===== config.mk =====
export PLATFORM = sky130hd
export DESIGN_NAME = axi_ar_router_flat
export DESIGN_NICKNAME = d
export VERILOG_FILES = /design/src/rtl/axi_ar_router_if.sv /design/src/rtl/axi_ar_router.sv /design/src/flat_wrapper.sv
export SDC_FILE = /design/constraint.sdc
export NUM_CORES = 1
export LEC_CHECK = 0
export CELL_PAD_IN_SITES_DETAIL_PLACEMENT = 0
export CELL_PAD_IN_SITES_GLOBAL_PLACEMENT = 2
export CORE_ASPECT_RATIO = 0.8
export CORE_MARGIN = 2
export CORE_UTILIZATION = 13
export DETAILED_ROUTE_END_ITERATION = 8
export PLACE_DENSITY_LB_ADDON = 0.08
export SLEW_MARGIN = 20
export SYNTH_ARGS = -nofsm -noshare
export SYNTH_HDL_FRONTEND = slang
export SYNTH_SLANG_ARGS = --single-unit

===== constraint.sdc =====
create_clock -name ACLK -period 2.45 [get_ports ACLK]
set_input_delay 0.3675 -clock ACLK [delete_from_list [all_inputs] [get_ports ACLK]]
set_output_delay 0.3675 -clock ACLK [all_outputs]
set_load 0.1 [all_outputs]

===== src/rtl/axi_ar_router_if.sv =====
// Bundle of the AXI read-path signals around axi_ar_router.
// The slave modport is the router's view (it is the slave of the upstream
// master); the master modport is the opposite view, used by whatever drives
// the upstream master and models the downstream slaves.
interface axi_ar_router_if #(
  parameter int NUM_SLAVES = 2,
  parameter int ADDR_W     = 32,
  parameter int DATA_W     = 32,
  parameter int ID_W       = 4
);
  logic [ADDR_W-1:0]            M_ARADDR;
  logic [ID_W-1:0]              M_ARID;
  logic [7:0]                   M_ARLEN;
  logic                         M_ARVALID;
  logic                         M_ARREADY;
  logic [DATA_W-1:0]            M_RDATA;
  logic [ID_W-1:0]              M_RID;
  logic [1:0]                   M_RRESP;
  logic                         M_RLAST;
  logic                         M_RVALID;
  logic                         M_RREADY;
  logic [ADDR_W-1:0]            S_ARADDR;
  logic [ID_W-1:0]              S_ARID;
  logic [7:0]                   S_ARLEN;
  logic [NUM_SLAVES-1:0]        S_ARVALID;
  logic [NUM_SLAVES-1:0]        S_ARREADY;
  logic [NUM_SLAVES*DATA_W-1:0] S_RDATA;
  logic [NUM_SLAVES*ID_W-1:0]   S_RID;
  logic [NUM_SLAVES*2-1:0]      S_RRESP;
  logic [NUM_SLAVES-1:0]        S_RLAST;
  logic [NUM_SLAVES-1:0]        S_RVALID;
  logic [NUM_SLAVES-1:0]        S_RREADY;
  logic [15:0]                  decerr_cnt;

  modport slave (
    input  M_ARADDR, M_ARID, M_ARLEN, M_ARVALID, M_RREADY,
           S_ARREADY, S_RDATA, S_RID, S_RRESP, S_RLAST, S_RVALID,
    output M_ARREADY, M_RDATA, M_RID, M_RRESP, M_RLAST, M_RVALID,
           S_ARADDR, S_ARID, S_ARLEN, S_ARVALID, S_RREADY, decerr_cnt
  );

  modport master (
    output M_ARADDR, M_ARID, M_ARLEN, M_ARVALID, M_RREADY,
           S_ARREADY, S_RDATA, S_RID, S_RRESP, S_RLAST, S_RVALID,
    input  M_ARREADY, M_RDATA, M_RID, M_RRESP, M_RLAST, M_RVALID,
           S_ARADDR, S_ARID, S_ARLEN, S_ARVALID, S_RREADY, decerr_cnt
  );
endinterface


===== src/rtl/axi_ar_router.sv =====
// AXI read-path router: one master port fanned out to NUM_SLAVES slaves plus
// an internal default slave answering unmapped addresses with DECERR bursts.
// Outstanding bursts are only allowed to a single target at a time, which
// keeps R beats in order without an ID table.
// Optional feature macro: AXI_AR_ROUTER_DECERR_CNT_EN (saturating 16-bit
// count of bursts sent to the default slave on decerr_cnt; tied to 0 when
// the macro is undefined).
module axi_ar_router #(
  parameter int NUM_SLAVES      = 2,
  parameter int ADDR_W          = 32,
  parameter int DATA_W          = 32,
  parameter int ID_W            = 4,
  parameter int DEC_MSB         = 31,
  parameter int DEC_LSB         = 16,
  parameter int MAX_OUTSTANDING = 4
) (
  input logic              ACLK,
  input logic              ARESETn,
  axi_ar_router_if.slave   bus
);
  localparam int DEC_W = DEC_MSB - DEC_LSB + 1;
  localparam int TGT_W = 4;
  localparam int CNT_W = 4;
  localparam logic [TGT_W-1:0] DEF     = TGT_W'(NUM_SLAVES);
  localparam logic [CNT_W-1:0] MAX_OUT = CNT_W'(MAX_OUTSTANDING);

  typedef enum logic {D_IDLE, D_BURST} dstate_t;

  dstate_t          state, state_nx;
  logic [CNT_W-1:0] out_cnt;
  logic [TGT_W-1:0] cur_tgt;
  logic [7:0]       beats;
  logic [ID_W-1:0]  d_id;

  logic [DEC_W-1:0] idx;
  logic [TGT_W-1:0] target;
  logic             accept;
  logic             ar_hs;
  logic             def_hs;
  logic             r_done;
  logic             d_beat;

  // Address decode: in-range field selects a slave, anything else the default slave
  always_comb begin
    idx    = bus.M_ARADDR[DEC_MSB:DEC_LSB];
    target = (idx < DEC_W'(NUM_SLAVES)) ? TGT_W'(idx) : DEF;
  end

  // AR channel: zero-latency pass-through to the decoded target when allowed
  always_comb begin
    accept        = ARESETn && bus.M_ARVALID
                    && (out_cnt == '0 || target == cur_tgt)
                    && (out_cnt < MAX_OUT);
    bus.S_ARADDR  = {ADDR_W{ARESETn}} & bus.M_ARADDR;
    bus.S_ARID    = {ID_W{ARESETn}} & bus.M_ARID;
    bus.S_ARLEN   = {8{ARESETn}} & bus.M_ARLEN;
    bus.S_ARVALID = '0;
    bus.M_ARREADY = 1'b0;
    if (accept) begin
      if (target == DEF) begin
        bus.M_ARREADY = (state == D_IDLE);
      end else begin
        for (int i = 0; i < NUM_SLAVES; i++) begin
          if (target == TGT_W'(i)) begin
            bus.S_ARVALID[i] = 1'b1;
            bus.M_ARREADY    = bus.S_ARREADY[i];
          end
        end
      end
    end
  end

  // R channel: return beats only from the target that owns the outstanding bursts
  always_comb begin
    bus.M_RVALID = 1'b0;
    bus.M_RDATA  = '0;
    bus.M_RID    = '0;
    bus.M_RRESP  = 2'b00;
    bus.M_RLAST  = 1'b0;
    bus.S_RREADY = '0;
    if (out_cnt != '0) begin
      if (cur_tgt == DEF) begin
        bus.M_RVALID = (state == D_BURST);
        bus.M_RRESP  = 2'b11;
        bus.M_RID    = d_id;
        bus.M_RLAST  = (beats == 8'd0);
      end else begin
        for (int i = 0; i < NUM_SLAVES; i++) begin
          if (cur_tgt == TGT_W'(i)) begin
            bus.M_RVALID    = bus.S_RVALID[i];
            bus.M_RDATA     = bus.S_RDATA[i*DATA_W +: DATA_W];
            bus.M_RID       = bus.S_RID[i*ID_W +: ID_W];
            bus.M_RRESP     = bus.S_RRESP[i*2 +: 2];
            bus.M_RLAST     = bus.S_RLAST[i];
            bus.S_RREADY[i] = bus.M_RREADY;
          end
        end
      end
    end
  end

  // Handshake events shared by the counters and the default-slave FSM
  always_comb begin
    ar_hs  = bus.M_ARVALID && bus.M_ARREADY;
    def_hs = ar_hs && (target == DEF);
    r_done = bus.M_RVALID && bus.M_RREADY && bus.M_RLAST;
    d_beat = (state == D_BURST) && bus.M_RREADY;
  end

  // Outstanding-burst count and owning target
  always_ff @(posedge ACLK or negedge ARESETn) begin
    if (!ARESETn) begin
      out_cnt <= '0;
      cur_tgt <= '0;
    end else begin
      if (ar_hs && !r_done)      out_cnt <= out_cnt + 1'b1;
      else if (!ar_hs && r_done) out_cnt <= out_cnt - 1'b1;
      if (ar_hs) cur_tgt <= target;
    end
  end

  // Default-slave state register
  always_ff @(posedge ACLK or negedge ARESETn) begin
    if (!ARESETn) state <= D_IDLE;
    else          state <= state_nx;
  end

  // Default-slave next state: one DECERR burst at a time
  always_comb begin
    state_nx = state;
    case (state)
      D_IDLE:  if (def_hs) state_nx = D_BURST;
      D_BURST: if (d_beat && beats == 8'd0) state_nx = D_IDLE;
      default: state_nx = D_IDLE;
    endcase
  end

  // Default-slave burst bookkeeping: latched ID and remaining beats
  always_ff @(posedge ACLK or negedge ARESETn) begin
    if (!ARESETn) begin
      d_id  <= '0;
      beats <= '0;
    end else if (state == D_IDLE && def_hs) begin
      d_id  <= bus.M_ARID;
      beats <= bus.M_ARLEN;
    end else if (d_beat && beats != 8'd0) begin
      beats <= beats - 8'd1;
    end
  end

`ifdef AXI_AR_ROUTER_DECERR_CNT_EN
  logic [15:0] dcnt;

  // Saturating count of bursts routed to the default slave
  always_ff @(posedge ACLK or negedge ARESETn) begin
    if (!ARESETn)                          dcnt <= '0;
    else if (def_hs && dcnt != 16'hFFFF)   dcnt <= dcnt + 16'd1;
  end

  assign bus.decerr_cnt = dcnt;
`else
  assign bus.decerr_cnt = 16'h0;
`endif
endmodule


===== src/flat_wrapper.sv =====
// flat-port wrapper written by rule: the top's interface ports become plain ports
module axi_ar_router_flat 
#(
  parameter int NUM_SLAVES      = 2,
  parameter int ADDR_W          = 32,
  parameter int DATA_W          = 32,
  parameter int ID_W            = 4,
  parameter int DEC_MSB         = 31,
  parameter int DEC_LSB         = 16,
  parameter int MAX_OUTSTANDING = 4
)
  (ACLK, ARESETn, bus_M_ARADDR, bus_M_ARID, bus_M_ARLEN, bus_M_ARVALID, bus_M_RREADY, bus_S_ARREADY, bus_S_RDATA, bus_S_RID, bus_S_RRESP, bus_S_RLAST, bus_S_RVALID, bus_M_ARREADY, bus_M_RDATA, bus_M_RID, bus_M_RRESP, bus_M_RLAST, bus_M_RVALID, bus_S_ARADDR, bus_S_ARID, bus_S_ARLEN, bus_S_ARVALID, bus_S_RREADY, bus_decerr_cnt);
  axi_ar_router_if #(.NUM_SLAVES(NUM_SLAVES), .ADDR_W(ADDR_W), .DATA_W(DATA_W), .ID_W(ID_W)) bus_i ();
  input logic ACLK;
  input logic ARESETn;
  input wire logic [$bits(bus_i.M_ARADDR)-1:0] bus_M_ARADDR;
  input wire logic [$bits(bus_i.M_ARID)-1:0] bus_M_ARID;
  input wire logic [$bits(bus_i.M_ARLEN)-1:0] bus_M_ARLEN;
  input wire logic [$bits(bus_i.M_ARVALID)-1:0] bus_M_ARVALID;
  input wire logic [$bits(bus_i.M_RREADY)-1:0] bus_M_RREADY;
  input wire logic [$bits(bus_i.S_ARREADY)-1:0] bus_S_ARREADY;
  input wire logic [$bits(bus_i.S_RDATA)-1:0] bus_S_RDATA;
  input wire logic [$bits(bus_i.S_RID)-1:0] bus_S_RID;
  input wire logic [$bits(bus_i.S_RRESP)-1:0] bus_S_RRESP;
  input wire logic [$bits(bus_i.S_RLAST)-1:0] bus_S_RLAST;
  input wire logic [$bits(bus_i.S_RVALID)-1:0] bus_S_RVALID;
  output wire logic [$bits(bus_i.M_ARREADY)-1:0] bus_M_ARREADY;
  output wire logic [$bits(bus_i.M_RDATA)-1:0] bus_M_RDATA;
  output wire logic [$bits(bus_i.M_RID)-1:0] bus_M_RID;
  output wire logic [$bits(bus_i.M_RRESP)-1:0] bus_M_RRESP;
  output wire logic [$bits(bus_i.M_RLAST)-1:0] bus_M_RLAST;
  output wire logic [$bits(bus_i.M_RVALID)-1:0] bus_M_RVALID;
  output wire logic [$bits(bus_i.S_ARADDR)-1:0] bus_S_ARADDR;
  output wire logic [$bits(bus_i.S_ARID)-1:0] bus_S_ARID;
  output wire logic [$bits(bus_i.S_ARLEN)-1:0] bus_S_ARLEN;
  output wire logic [$bits(bus_i.S_ARVALID)-1:0] bus_S_ARVALID;
  output wire logic [$bits(bus_i.S_RREADY)-1:0] bus_S_RREADY;
  output wire logic [$bits(bus_i.decerr_cnt)-1:0] bus_decerr_cnt;
  assign bus_i.M_ARADDR = bus_M_ARADDR;
  assign bus_i.M_ARID = bus_M_ARID;
  assign bus_i.M_ARLEN = bus_M_ARLEN;
  assign bus_i.M_ARVALID = bus_M_ARVALID;
  assign bus_i.M_RREADY = bus_M_RREADY;
  assign bus_i.S_ARREADY = bus_S_ARREADY;
  assign bus_i.S_RDATA = bus_S_RDATA;
  assign bus_i.S_RID = bus_S_RID;
  assign bus_i.S_RRESP = bus_S_RRESP;
  assign bus_i.S_RLAST = bus_S_RLAST;
  assign bus_i.S_RVALID = bus_S_RVALID;
  assign bus_M_ARREADY = bus_i.M_ARREADY;
  assign bus_M_RDATA = bus_i.M_RDATA;
  assign bus_M_RID = bus_i.M_RID;
  assign bus_M_RRESP = bus_i.M_RRESP;
  assign bus_M_RLAST = bus_i.M_RLAST;
  assign bus_M_RVALID = bus_i.M_RVALID;
  assign bus_S_ARADDR = bus_i.S_ARADDR;
  assign bus_S_ARID = bus_i.S_ARID;
  assign bus_S_ARLEN = bus_i.S_ARLEN;
  assign bus_S_ARVALID = bus_i.S_ARVALID;
  assign bus_S_RREADY = bus_i.S_RREADY;
  assign bus_decerr_cnt = bus_i.decerr_cnt;
  axi_ar_router #(.NUM_SLAVES(NUM_SLAVES), .ADDR_W(ADDR_W), .DATA_W(DATA_W), .ID_W(ID_W), .DEC_MSB(DEC_MSB), .DEC_LSB(DEC_LSB), .MAX_OUTSTANDING(MAX_OUTSTANDING)) u_core (.ACLK(ACLK), .ARESETn(ARESETn), .bus(bus_i));
endmodule

== Yosys cells after proc, flatten, opt, wreduce, memory -nomap -nowiden ==
Index checks and enable logic that the tools add are counted.
Storage, ports and cells
  output and inout bits: 105
  flip-flop bits (word level): 21
  input bits: 130
Operators by class
  bitwise gates (word level): 4
  $lt $le $gt $ge: 2
  add/sub/neg operators: 3
  multiplexer cells: 40
  reduce and logical (&&, ||, !) cells: 24
  equality and inequality tests: 5
Operator list (count)
  32-bit two-way mux: 4
  32-bit bitwise AND: 1
  4-bit two-way mux: 7
  1-bit two-way mux: 18
  16-bit by 2-bit less-than comparator with 1-bit output (second input constant): 1
  2-bit two-way mux: 8
  8-bit two-way mux: 2
  1-bit logical AND: 13
  4-bit logical NOT: 3
  8-bit bitwise AND: 1
  4-bit by 1-bit equality test with 1-bit output (second input constant): 2
  4-bit by 2-bit equality test with 1-bit output (second input constant): 2
  8-bit logical NOT: 1
  8-bit nonzero test: 1
  8-bit by 1-bit subtractor with 8-bit output (second input constant): 1
  4-bit by 1-bit adder with 4-bit output (second input constant): 1
  4-bit bitwise AND: 1
  4-bit equality test: 1
  4-bit by 3-bit less-than comparator with 1-bit output (second input constant): 1
  2-bit nonzero test: 2
  4-bit nonzero test: 1
  4-bit by 1-bit subtractor with 4-bit output (second input constant): 1
  1-bit logical NOT: 2
  1-bit case mux with 2 select lines: 1
  2 further kinds: 2

== Depth between registers and ports, before layout ==
  word-level depth: 12
  depth in mapped cells: 13
  mapped depth without buffers: 13

== Least setup slack after synthesis ==
OpenSTA, ideal clock, no wires.
  path type: register to register
  start: register u_core.beats[0]
  end: register u_core.out_cnt[3]
  arrival time: 4944 ps
  stages on the path, launching flop included: 14
  setup time: 80 ps
  setup slack: -2574 ps
  period minus slack after synthesis: 5024 ps
  cell sequence: dfrtp_1 > inv_1 > ha_1 > nor4b_2 > a311oi_1 > a211oi_1 > nand3_1 > ha_1 > inv_1 > ha_1 > a21o_1 > a21oi_1 > mux2i_1 > xnor2_1
On the way
  word-level cells in the longest chain between the ends: 7
  elaborated cells on any way between the ends: 9
  classes of those cells: 3 x mux; 6 x reduce/logical
RTL lines
  start, declared: RTL line axi_ar_router.sv:32  | logic [7:0] beats;
  start signal, assigned: RTL line axi_ar_router.sv:145  | beats <= bus.M_ARLEN;
  start signal, assigned: RTL line axi_ar_router.sv:147  | beats <= beats - 8'd1;
  8-bit logical NOT *: RTL line axi_ar_router.sv:86  | bus.M_RLAST = (beats == 8'd0);
  1-bit two-way mux *: RTL line axi_ar_router.sv:82  | if (cur_tgt == DEF) begin
  1-bit two-way mux *: RTL line axi_ar_router.sv:81  | if (out_cnt != '0) begin
  via bus_M_RLAST: RTL line flat_wrapper.sv:31  | output wire logic [$bits(bus_i.M_RLAST)-1:0] bus_M_RLAST;
  1-bit logical AND *: RTL line axi_ar_router.sv:106  | r_done = bus.M_RVALID && bus.M_RREADY && bus.M_RLAST;
  1-bit logical NOT: RTL line axi_ar_router.sv:116  | if (ar_hs && !r_done) out_cnt <= out_cnt + 1'b1;
  1-bit logical AND: RTL line axi_ar_router.sv:116
  4-bit two-way mux or 2-bit nonzero test (tied branches)
  end signal, assigned: RTL line axi_ar_router.sv:116
  end signal, assigned: RTL line axi_ar_router.sv:117  | else if (!ar_hs && r_done) out_cnt <= out_cnt - 1'b1;
  end, declared: RTL line axi_ar_router.sv:30  | logic [CNT_W-1:0] out_cnt;
Mark *: on every way through the listed nets, which the timed path passes. The rest lies on a longest branch.
A chain may end at the register's enable or synchronous reset.

== Worst setup path in the final report ==
  start: register u_core.cur_tgt[2]
  end: register u_core.out_cnt[3]
On the way
  elaborated cells on any way between the ends: 25
  classes of those cells: 3 x eq/ne; 10 x mux; 12 x reduce/logical
RTL lines
  start, declared: RTL line axi_ar_router.sv:31  | logic [TGT_W-1:0] cur_tgt;
  start signal, assigned: RTL line axi_ar_router.sv:118  | if (ar_hs) cur_tgt <= target;
  4-bit equality test *: RTL line axi_ar_router.sv:52  | && (out_cnt == '0 || target == cur_tgt)
  1-bit logical OR *: RTL line axi_ar_router.sv:52
  1-bit logical AND *: RTL line axi_ar_router.sv:52
  1-bit logical AND *: RTL line axi_ar_router.sv:53  | && (out_cnt < MAX_OUT);
  1-bit two-way mux *: RTL line axi_ar_router.sv:59  | if (accept) begin
  1-bit logical AND *: RTL line axi_ar_router.sv:104  | ar_hs = bus.M_ARVALID && bus.M_ARREADY;
  via u_core.ar_hs: RTL line axi_ar_router.sv:38  | logic ar_hs;
  1-bit logical NOT: RTL line axi_ar_router.sv:117
  1-bit logical AND: RTL line axi_ar_router.sv:117
  2-bit nonzero test (no line)
Marked as above.

==> flow_summary.yaml <==
place:
  place.gp.congestion: 0.731
  place_ws_ns: -0.760
  portBuffers: 218
  dp_hpwl_mm: 9.76
  dpl_cell_area_um2: 6410
clock_tree:
  h-tree-depth: 1
  cts-root-buf: "clkbuf_16"
  cts.sinks: 21
  ctsHoldBuffers: 0
  clockBufferDepth: 2
  cts_tree: "built"
  cts_buffers: 3
  clk_pin_slew_ns: 0.06
  insertion_delay_ns: 0.25
sta:
  fmax_ghz: 0.383
  worst_slack_ns: -0.163
  slew_headroom_pct: 59.1
  finalHoldViolations: 0
  worst_clock_skew_ns: 0.00299
  drv_slew: 0
  fin_crit_sh_pct: 107
  finalCriticalPeriod_ns: 2.61
  rsz0062_at_grt: "yes"
  tightest_slew_ns: 0.614
  setup_viol: 3
  tns_ns: -0.282
final_layout:
  seqCellArea_um2: 529
  final_cell_mix: "118 x clkdlybuf4s50_1, 92 x buf_12, 55 x buf_4"
  n_antenna_cell: 0
  final_cell_area_um2: 6760
  multi_input_area_um2: 2230
  final_common_cell: "clkdlybuf4s50_1"
  area_growth_pct: 180
  fillers: 1817
  final_nets: 702
  drive_gt1_share_pct: 42.6
setup_path:
  worstPathMaxFanout: 4
  critPathRequiredTime_ns: 2.63
  endpoint_kind: "register"
  critPathLaunchType: "register"
  path_class: "register to register"
  arrival_ns: 2.79
synth:
  synth_top_area_cell: "dfrtp_1"
  ys.flop_type: "dfrtp_1"
  synth_top_area_share_pct: 21.8
  yosysSeqAreaShare_pct: 21.8
  synth-edff-count: 0
  avgSynthCellArea_um2: 8.15
  ys_types: 45
  synth-async-reset-ratio_pct: 100
  syn_area_um2: 2410
  synthCells: 296
  yosysWarnings: 0
  ys_seq_elements: 21
  synth_area_leaders: "dfrtp_1 22%, mux2i_1 17%, and2_1 12%"
drt:
  totalWireLength_mm: 11.5
  via_count: 3045
  routedWlPerCell_um: 14.4
  drt_iter0_markers: 67
  drc_errors: 0
  viasPerCell: 3.83
  ant_nets: 0
  drt-pass1-iter-count: 4
global_routing:
  met3_usage_pct: 2.96
  grt_max_degree: 66
  grt_usage_pct: 11.4
  grt_pass1_vias: 3279
  grtUsageMet1_pct: 14.4
  busiest_layer: "met2"
  grt_pass1_wl_mm: 17.8
  grt_antenna_before_repair: 0
  use_met2_pct: 20.0
  grt_overflow: 0
die:
  dieArea_um2: 19700
  initial_core_util_pct: 13.3
  rows: 44
  die_h_um: 126
  fp.dieW_um: 156
  pin_count: 235
  coreArea_um2: 18200
power:
  ir_drop_uv: 538
  p_leak_nw: 2.68
  cellPowerDensity_nw_per_um2: 669
  finalPower_mw: 4.52
outcome:
  violations: "negative setup slack"
  status: "finished with violations"
hold_path:
  worstHoldPathType: "primary input to asynchronous set/reset pin"
flow_run:
  maxCapViolCount: 0
## cell families (layout without fill, tap and decap cells)
group	count (synthesis)	count (layout)	synth area share, %
other cells	1	16	0.156
flops	21	21	21.8
mux	53	53	23.8
fa+ha+maj	5	5	2.91
simple gates	142	142	32.0
buf+inv	38	293	8.72
xor+xnor	7	7	2.54
compound gates	29	29	8.10
## power breakdown
group	switching [mW]	internal (mW)	leakage (nW)	total, mW
clock	0.128	0.222	0.0382	0.350
combinational	1.99	1.56	2.39	3.54
sequential	0.132	0.494	0.250	0.627
total	2.25	2.27	2.68	4.52
## per-stage QoR
step,hold WS [ns],std cells,utilization (%)
3_5_place_dp,0.502,777,35.3
4_1_cts,0.269,784,36.2
2_1_floorplan,0.0719,311,-
6_report,0.253,796,37.2
3_3_place_gp,0.500,777,35.3
5_1_grt,0.312,796,37.2
## Yosys cell counts (2+ instances only)
library cell,instances
nor2_1,48
and2_1,47
mux2i_1,40
dfrtp_1,21
buf_4,16
nand2_1,13
a21oi_1,8
clkbuf_1,8
inv_1,8
mux2_4,7
nand3_1,7
o21ai_0,6
xnor2_1,6
buf_1,5
nor3_1,5
nor4_1,5
a211oi_1,4
ha_1,4
mux2_1,4
nand4_1,3
nor2b_1,3
a21boi_0,2
mux2_2,2
nor4b_1,2
o211ai_1,2
## final cells by class
type	instances	share of cell area, %
clock buffers	4	1.17
inverters	8	0.519
multi-input cells	252	33.0
flip-flops and latches	21	7.83
well taps	230	4.26
repair buffers	281	53.2
## registers in the layout, indices dropped and copies added (netlist names)
signal and cells:
u_core.state 1, u_core.out_cnt 4, u_core.beats 8, u_core.cur_tgt 4, u_core.d_id 4
## final timing paths
path,from,to,slack [ns],cells past startpoint
max,u_core.cur_tgt[2]$_DFFE_PN0P_,u_core.out_cnt[3]$_DFFE_PN0P_,-0.16,11
min,ARESETn,u_core.beats[1]$_DFFE_PN0P_,0.25,2
max reg2reg,u_core.cur_tgt[2]$_DFFE_PN0P_,u_core.out_cnt[3]$_DFFE_PN0P_,-0.16,11
min reg2reg,u_core.d_id[3]$_DFFE_PN0P_,u_core.d_id[3]$_DFFE_PN0P_,0.51,1
max in group asynchronous,ARESETn,u_core.cur_tgt[1]$_DFFE_PN0P_,1.76,2
min in group ACLK,u_core.d_id[3]$_DFFE_PN0P_,u_core.d_id[3]$_DFFE_PN0P_,0.51,1
## layer usage
metal  vias to the layer above  part of all wire, %
met1                      1410                   42
met5                         -                    0
met2                       105                   50
met4                         0                 0.81
met3                         6                  7.1
li1                       1524                    -
## timing repair
action,CTS,global route
endpoints found under the hold margin,0,0
pin swaps,14,15
setup endpoints to repair,15,28
gates resized for setup,24,18
setup buffers,5,14
## critical path, cell delays in order, from the launching register on
cell and delay, ns:
dfrtp_2 0.42, or4b_4 0.56, a21oi_4 0.19, o21a_1 0.15
and2_4 0.15, ha_4 0.14, clkinv_4 0.06, ha_4 0.20
a21o_1 0.16, a21oi_2 0.14, mux2i_1 0.23, xnor2_1 0.14
No activity file was read; power rests on OpenSTA's default activity.
